`src/rtl/clock_pkg.sv`:
```
// Shared types and constants for the timer sequencing controller: FSM states,
// speed levels and the per-speed prescaler divider selection.
package clock_pkg;

  typedef enum logic [2:0] {
    ST_IDLE    = 3'd0,
    ST_RUN     = 3'd1,
    ST_PAUSE   = 3'd2,
    ST_ADJ     = 3'd3,
    ST_EXPIRED = 3'd4
  } state_t;

  typedef logic [1:0] speed_t;

  localparam speed_t SPEED_SLOW = 2'd0;
  localparam speed_t SPEED_MED  = 2'd1;
  localparam speed_t SPEED_FAST = 2'd2;
  localparam speed_t SPEED_MAX  = SPEED_FAST;

  // Width of the prescaler count and divider bus.
  localparam int DIV_W = 16;

  function automatic logic [DIV_W-1:0] div_sel(input speed_t s,
                                               input int unsigned div_slow,
                                               input int unsigned div_med,
                                               input int unsigned div_fast);
    case (s)
      SPEED_SLOW: return DIV_W'(div_slow);
      SPEED_MED:  return DIV_W'(div_med);
      default:    return DIV_W'(div_fast);
    endcase
  endfunction

endpackage

```
`src/rtl/tick_prescaler.sv`:
```
// Clock prescaler: counts 0..div-1 while enabled and flags the last count as
// a one-cycle tick. A zero request overrides counting.
module tick_prescaler
  import clock_pkg::*;
#(
  parameter int W = DIV_W
) (
  input  logic         clk,
  input  logic         reset,
  input  logic         en,
  input  logic         zero,
  input  logic [W-1:0] div,
  output logic         tick
);

  logic [W-1:0] cnt_q, cnt_d;
  logic         at_end;

  assign at_end = (cnt_q == div - W'(1));
  assign tick   = en & at_end;

  // NOTE: next-state logic gets a default before any branch so no latch is inferred.
  always_comb begin
    cnt_d = cnt_q;
    if (zero)    cnt_d = '0;
    else if (en) cnt_d = at_end ? '0 : cnt_q + W'(1);
  end

  // NOTE: state registers use non-blocking assignments so every flop samples pre-edge values.
  always_ff @(posedge clk or posedge reset) begin
    if (reset) cnt_q <= '0;
    else       cnt_q <= cnt_d;
  end

endmodule

```
`src/rtl/timer_seq_ctrl.sv`:
```
// Timer sequencing controller: start/pause/adjust/expire FSM driving a
// minute:second counter. Define ALARM_TIMEOUT_EN to auto-clear the alarm.
module timer_seq_ctrl
  import clock_pkg::*;
#(
  parameter int DIV_SLOW     = 16,
  parameter int DIV_MED      = 4,
  parameter int DIV_FAST     = 1,
  parameter int ALARM_CYCLES = 32
) (
  input  logic       clk,
  input  logic       reset,
  input  logic       start_stop,
  input  logic       clear,
  input  logic       mode,
  input  logic       speed_up,
  input  logic       speed_down,
  input  logic       adj_plus,
  input  logic       adj_minus,
  input  logic       cnt_zero,
  input  logic       cnt_lt2m,
  output logic       tick,
  output logic       dir,
  output logic       hold,
  output logic       cnt_clear,
  output logic       add_pulse,
  output logic       sub_pulse,
  output logic [1:0] speed,
  output logic [2:0] state,
  output logic       alarm
);

  state_t state_q, ret_q;
  speed_t speed_q;
  logic   dir_q, hold_q, alarm_q, cnt_clear_q, add_q, sub_q;

  logic adj_req, spd_ok, spd_inc, spd_dec, run_start, pre_zero, pre_tick, tmo_done;
  logic [DIV_W-1:0] div;

  // A press only counts if no higher-priority press is present the same cycle.
  assign adj_req   = adj_plus ^ adj_minus;
  assign spd_ok    = ~clear & ~start_stop & ~adj_req;
  assign spd_inc   = spd_ok & speed_up & ~speed_down & (speed_q != SPEED_MAX);
  assign spd_dec   = spd_ok & speed_down & ~speed_up & (speed_q != SPEED_SLOW);
  assign run_start = ~clear & (state_q == ST_IDLE) & start_stop & ~(mode & cnt_zero);
  assign pre_zero  = clear | spd_inc | spd_dec | run_start;
  assign div       = div_sel(speed_q, DIV_SLOW, DIV_MED, DIV_FAST);

  tick_prescaler #(.W(DIV_W)) u_prescaler (
    .clk   (clk),
    .reset (reset),
    .en    (state_q == ST_RUN),
    .zero  (pre_zero),
    .div   (div),
    .tick  (pre_tick)
  );

  // No count may slip out while the counter is being cleared or is expiring.
  assign tick = pre_tick & ~clear & ~(dir_q & cnt_zero);

`ifdef ALARM_TIMEOUT_EN
  localparam int TMO_W = $clog2(ALARM_CYCLES + 1);
  logic [TMO_W-1:0] tmo_q;

  always_ff @(posedge clk or posedge reset) begin
    if (reset)                      tmo_q <= '0;
    else if (state_q != ST_EXPIRED) tmo_q <= '0;
    else                            tmo_q <= tmo_q + TMO_W'(1);
  end

  assign tmo_done = (tmo_q == TMO_W'(ALARM_CYCLES - 1));
`else
  assign tmo_done = 1'b0;
`endif

  always_ff @(posedge clk or posedge reset) begin
    if (reset) begin
      state_q     <= ST_IDLE;
      ret_q       <= ST_RUN;
      dir_q       <= 1'b0;
      hold_q      <= 1'b1;
      speed_q     <= SPEED_SLOW;
      alarm_q     <= 1'b0;
      cnt_clear_q <= 1'b0;
      add_q       <= 1'b0;
      sub_q       <= 1'b0;
    end else begin
      cnt_clear_q <= 1'b0;
      add_q       <= 1'b0;
      sub_q       <= 1'b0;

      if (spd_inc)      speed_q <= speed_q + speed_t'(1);
      else if (spd_dec) speed_q <= speed_q - speed_t'(1);

      if (clear) begin
        state_q     <= ST_IDLE;
        hold_q      <= 1'b1;
        alarm_q     <= 1'b0;
        cnt_clear_q <= 1'b1;
      end else begin
        unique case (state_q)
          ST_IDLE: begin
            if (run_start) begin
              state_q <= ST_RUN;
              dir_q   <= mode;
              hold_q  <= 1'b0;
            end
          end
          ST_RUN: begin
            if (dir_q && cnt_zero) begin
              state_q <= ST_EXPIRED;
              alarm_q <= 1'b1;
              hold_q  <= 1'b1;
            end else if (start_stop) begin
              state_q <= ST_PAUSE;
              hold_q  <= 1'b1;
            end else if (adj_req) begin
              state_q <= ST_ADJ;
              ret_q   <= ST_RUN;
              hold_q  <= 1'b1;
              add_q   <= adj_plus;
              sub_q   <= adj_minus & ~cnt_lt2m;
            end
          end
          ST_PAUSE: begin
            if (start_stop) begin
              state_q <= ST_RUN;
              hold_q  <= 1'b0;
            end else if (adj_req) begin
              state_q <= ST_ADJ;
              ret_q   <= ST_PAUSE;
              add_q   <= adj_plus;
              sub_q   <= adj_minus & ~cnt_lt2m;
            end
          end
          ST_ADJ: begin
            state_q <= ret_q;
            hold_q  <= (ret_q != ST_RUN);
          end
          ST_EXPIRED: begin
            if (start_stop || tmo_done) begin
              state_q <= ST_IDLE;
              alarm_q <= 1'b0;
            end
          end
          default: begin
            state_q <= ST_IDLE;
            hold_q  <= 1'b1;
            alarm_q <= 1'b0;
          end
        endcase
      end
    end
  end

  assign dir       = dir_q;
  assign hold      = hold_q;
  assign cnt_clear = cnt_clear_q;
  assign add_pulse = add_q;
  assign sub_pulse = sub_q;
  assign speed     = speed_q;
  assign state     = state_q;
  assign alarm     = alarm_q;

endmodule

```
`config.mk`:
```
export PLATFORM = sky130hd
export DESIGN_NAME = timer_seq_ctrl
export DESIGN_NICKNAME = d
export VERILOG_FILES = /design/src/rtl/clock_pkg.sv /design/src/rtl/tick_prescaler.sv /design/src/rtl/timer_seq_ctrl.sv
export SDC_FILE = /design/constraint.sdc
export NUM_CORES = 1
export LEC_CHECK = 0
export ABC_CLOCK_PERIOD_IN_PS = 2000
export BUFFER_PORTS_ARGS = -buffer_cell sky130_fd_sc_hd__buf_2
export CAP_MARGIN = 0
export CORE_MARGIN = 2
export CORE_UTILIZATION = 36
export DETAILED_ROUTE_END_ITERATION = 10
export PLACE_DENSITY = 0.5
export SYNTH_ARGS = -nofsm -noshare
export SYNTH_HDL_FRONTEND = slang
export SYNTH_SLANG_ARGS = --single-unit
export TNS_END_PERCENT = 50
```
`constraint.sdc`:
```
create_clock -name clk -period 2 [get_ports clk]
set_clock_uncertainty 0.05 [all_clocks]
set_input_delay 0.1 -clock clk [delete_from_list [all_inputs] [get_ports clk]]
set_output_delay 0.1 -clock clk [all_outputs]
set_load 0.05 [all_outputs]
```
==> flow_summary.ini <==
[cts]
cts_sinks = 29
cts_root_buffer = clkbuf_8
cts.clk_slew.worst_paths_ns = 0.06
numCtsBuffers = 5
clockBufferDepth = 2
insertion_delay_ns = 0.28
cts_tree = done
cts_htree_levels = 2

[detailed_routing]
vias = 1400
antenna_left = 0
wire_per_inst_um = 14.0
first_pass_iters = 4
drc = 0
avgViaCountPerCell = 5.26
wl_um = 3730
dr.first_iter.drc_count = 59

[placed_design]
place_congestion = 0.816
hpwlAfterDp_um = 2570
dp.cells = 254
portBuffers = 22
dp_slack_ns = 0.0995

[sta]
finalMaxSlewViolations = 0
fin_hold_ws_ns = 0.00738
slew_headroom_pct = 74.0
fin_ws_ns = 0.0532
hold_violations = 0
finalSetupViolCount = 0
worstMarginPinSlew_ns = 0.390
fmax_ghz = 0.514
fin_crit_sh_pct = 97.3
fin_crit_ns = 1.95

[power]
power_leakage_nw = 0.917
p_sw_uw = 679
p_int_mw = 1.15
power_mw = 1.83
p_seq_share_pct = 39.1
p_sw_share_pct = 37.0
irDropWorstVdd_mv = 0.573
p_per_area_mw_per_mm2 = 913
clockPowerShare_pct = 25.4
combPwrFrac_pct = 35.5

[layout]
area_growth_pct = 23.2
multi_input_area_um2 = 890
finalNonFillerCells = 266
num-nets-final = 229
nFillCells = 415
diodes = 0
regArea_um2 = 732
drive_above_1_share_pct = 26.6

[critical_path]
required_ns = 1.85
r2r-start = state[0]$_DFFE_PP0P_
crit_arrival_ns = 1.80
reg2reg_to = u_prescaler.cnt_q[2]$_DFFE_PP0P_
path_max_fanout = 3
crit_type = reg2out
cp-end-kind = output pin
start_kind = flip-flop
cp-startpoint = speed[0]$_DFFE_PP0P_
rrSetupSlack_ns = 0.23
reg2regPathDepth = 5

[logic_synthesis]
synth_cell_type_count = 41
synth.mux.area_fraction_pct = 0
yosysMostFrequentCell = dfrtp_1
synth-async-reset-ratio_pct = 100
ys_top_cells_by_count = 27 x dfrtp_1, 22 x nor2_1, 20 x nand2_1, 9 x xor2_1, 8 x a21oi_1
synth_ff_type = dfrtp_1
synth.area.top_cells = dfrtp_1 41%, nor2_1 5.1%, xor2_1 4.8%
synthXorXnorAreaFrac_pct = 8.06
yosysSeqAreaShare_pct = 44.7
synth_compound_area_share_pct = 11.2
synth_top_area_share_pct = 41.5
ys.warnings.count = 0
synthAdderAreaFrac_pct = 3.84
ys_ff_latch = 29
synthSimpleGateAreaFrac_pct = 29.0
yosys.area.top_type = dfrtp_1
synth-edff-count = 0
avgSynthCellArea_um2 = 9.15
syn_inst = 178
syn_nets = 194
synth_top_family_by_area = simple AND/OR/NAND/NOR gates
syn-cell-area_mm2 = 0.00163

[global_route]
grt_pass1_wl_um = 6370
antenna_found_initial = 0
grt_max_degree = 30
gr-usage-all-layers_pct = 16.1
overflow = 0
grt_pass1_vias = 1405

[floorplan]
core_region_area_mm2 = 0.00435
core.rowCount = 24
start_util_pct = 37.4
dieArea_mm2 = 0.00508
io_pins = 23
dieWidth_um = 71.3
die_y_um = 71.3

[status]
status = finished clean

[min_path]
hold_path_class = in2reg
holdPathEnd = cnt_clear$_DFF_PP0_
hold_depth = 1
hp-start = clear

[job]
max-cap-violations = 0
==> flip-flops by register name, summed over array words and instances (netlist names) <==
name and count:
alarm 1, add_pulse 1, u_prescaler.cnt_q 16, ret_q 2
state 3, dir 1, speed 2, hold 1
cnt_clear 1, sub_pulse 1
==> critical path, stage by stage, from the launching register on <==
cell and delay (ns):
dfrtp_2 0.40, inv_2 0.07, ha_2 0.21, nor3_2 0.11
o21ai_1 0.11, a21oi_2 0.18, nor4b_4 0.23, buf_6 0.19
==> stage by stage <==
| stage | instance area, um2 | TNS (ns) | utilization [%] |
|---|---|---|---|
| after floorplan | 1650 | -0.0190 | - |
| after global placement | 1860 | 0 | 42.7 |
| after detailed placement | 1860 | 0 | 42.7 |
| after CTS | 1980 | 0 | 45.5 |
| after global routing | 2010 | -0.0253 | 46.1 |
| final | 2010 | 0 | 46.1 |
==> area by class of cell <==
cell class                      instances  area share (%)
Multi-Input combinational cell        137            44.3
Sequential cell                        29            36.5
Timing Repair Buffer                   35            10.9
Clock buffer                            6            3.62
Tap cell                               52            3.24
Inverter                                5           0.935
Clock inverter                          2           0.499
==> worst max path at each step <==
stage               slack (ns)   end  cells past startpoint
floorplan                -0.02  tick                      6
global placement          0.16  tick                      7
detailed placement         0.1  tick                      7
CTS                       0.02  tick                      4
global route             -0.03  tick                      7
finish                    0.05  tick                      7
==> cell usage in the layout (no fill, tap or decap), drive strengths merged, types with 3 or more instances in the layout <==
cell type	synthesis	final
o21ai	5	5
a31oi	3	3
a21oi	8	8
clkbuf	6	6
nor3	7	7
buf	1	33
nor3b	3	3
nor2	22	22
nor4	5	5
inv	5	5
xnor2	6	6
nand4	3	3
ha	5	5
nand3	7	7
and3	3	3
xor2	9	9
nor2b	4	4
or3	3	3
and4	3	3
dfrtp	27	27
or2	3	3
nand2	20	20
==> kinds of logic (layout without fill, tap and decap cells) <==
| family | Yosys count | count (layout) |
|---|---|---|
| flops | 29 | 29 |
| fa+ha+maj | 5 | 5 |
| compound gates | 28 | 28 |
| xor+xnor | 15 | 15 |
| simple gates | 89 | 89 |
| buf+inv | 12 | 48 |
==> metal layers <==
layer  wire length, um  vias up  global-route usage, %
met4                75        0                   7.55
met2              1790       17                   26.0
met5                 0        -                      0
li1                  -      698                      -
met1              1760      677                   19.9
met3               107        8                   4.64
==> power by group through the flow <==
stage | Combinational, mW | Clock (mW) | Sequential [mW]
4_1_cts | 0.617 | 0.484 | 0.711
2_1_floorplan | 0.309 | 0 | 0.842
3_5_place_dp | 0.578 | 0 | 0.721
3_3_place_gp | 0.566 | 0 | 0.720
5_1_grt | 0.705 | 0.506 | 0.730
6_report | 0.650 | 0.466 | 0.717
==> what timing repair did <==
| action | 4_1_cts | 5_1_grt |
|---|---|---|
| gates resized for setup | 3 | 5 |
| pin swaps | 1 | 1 |
| hold buffers | 2 | 0 |
| endpoints found under the hold margin | 28 | 0 |
| endpoints found under the setup margin | 1 | 1 |
| setup buffers | 1 | 1 |
Power figures use the tool's default switching activity.
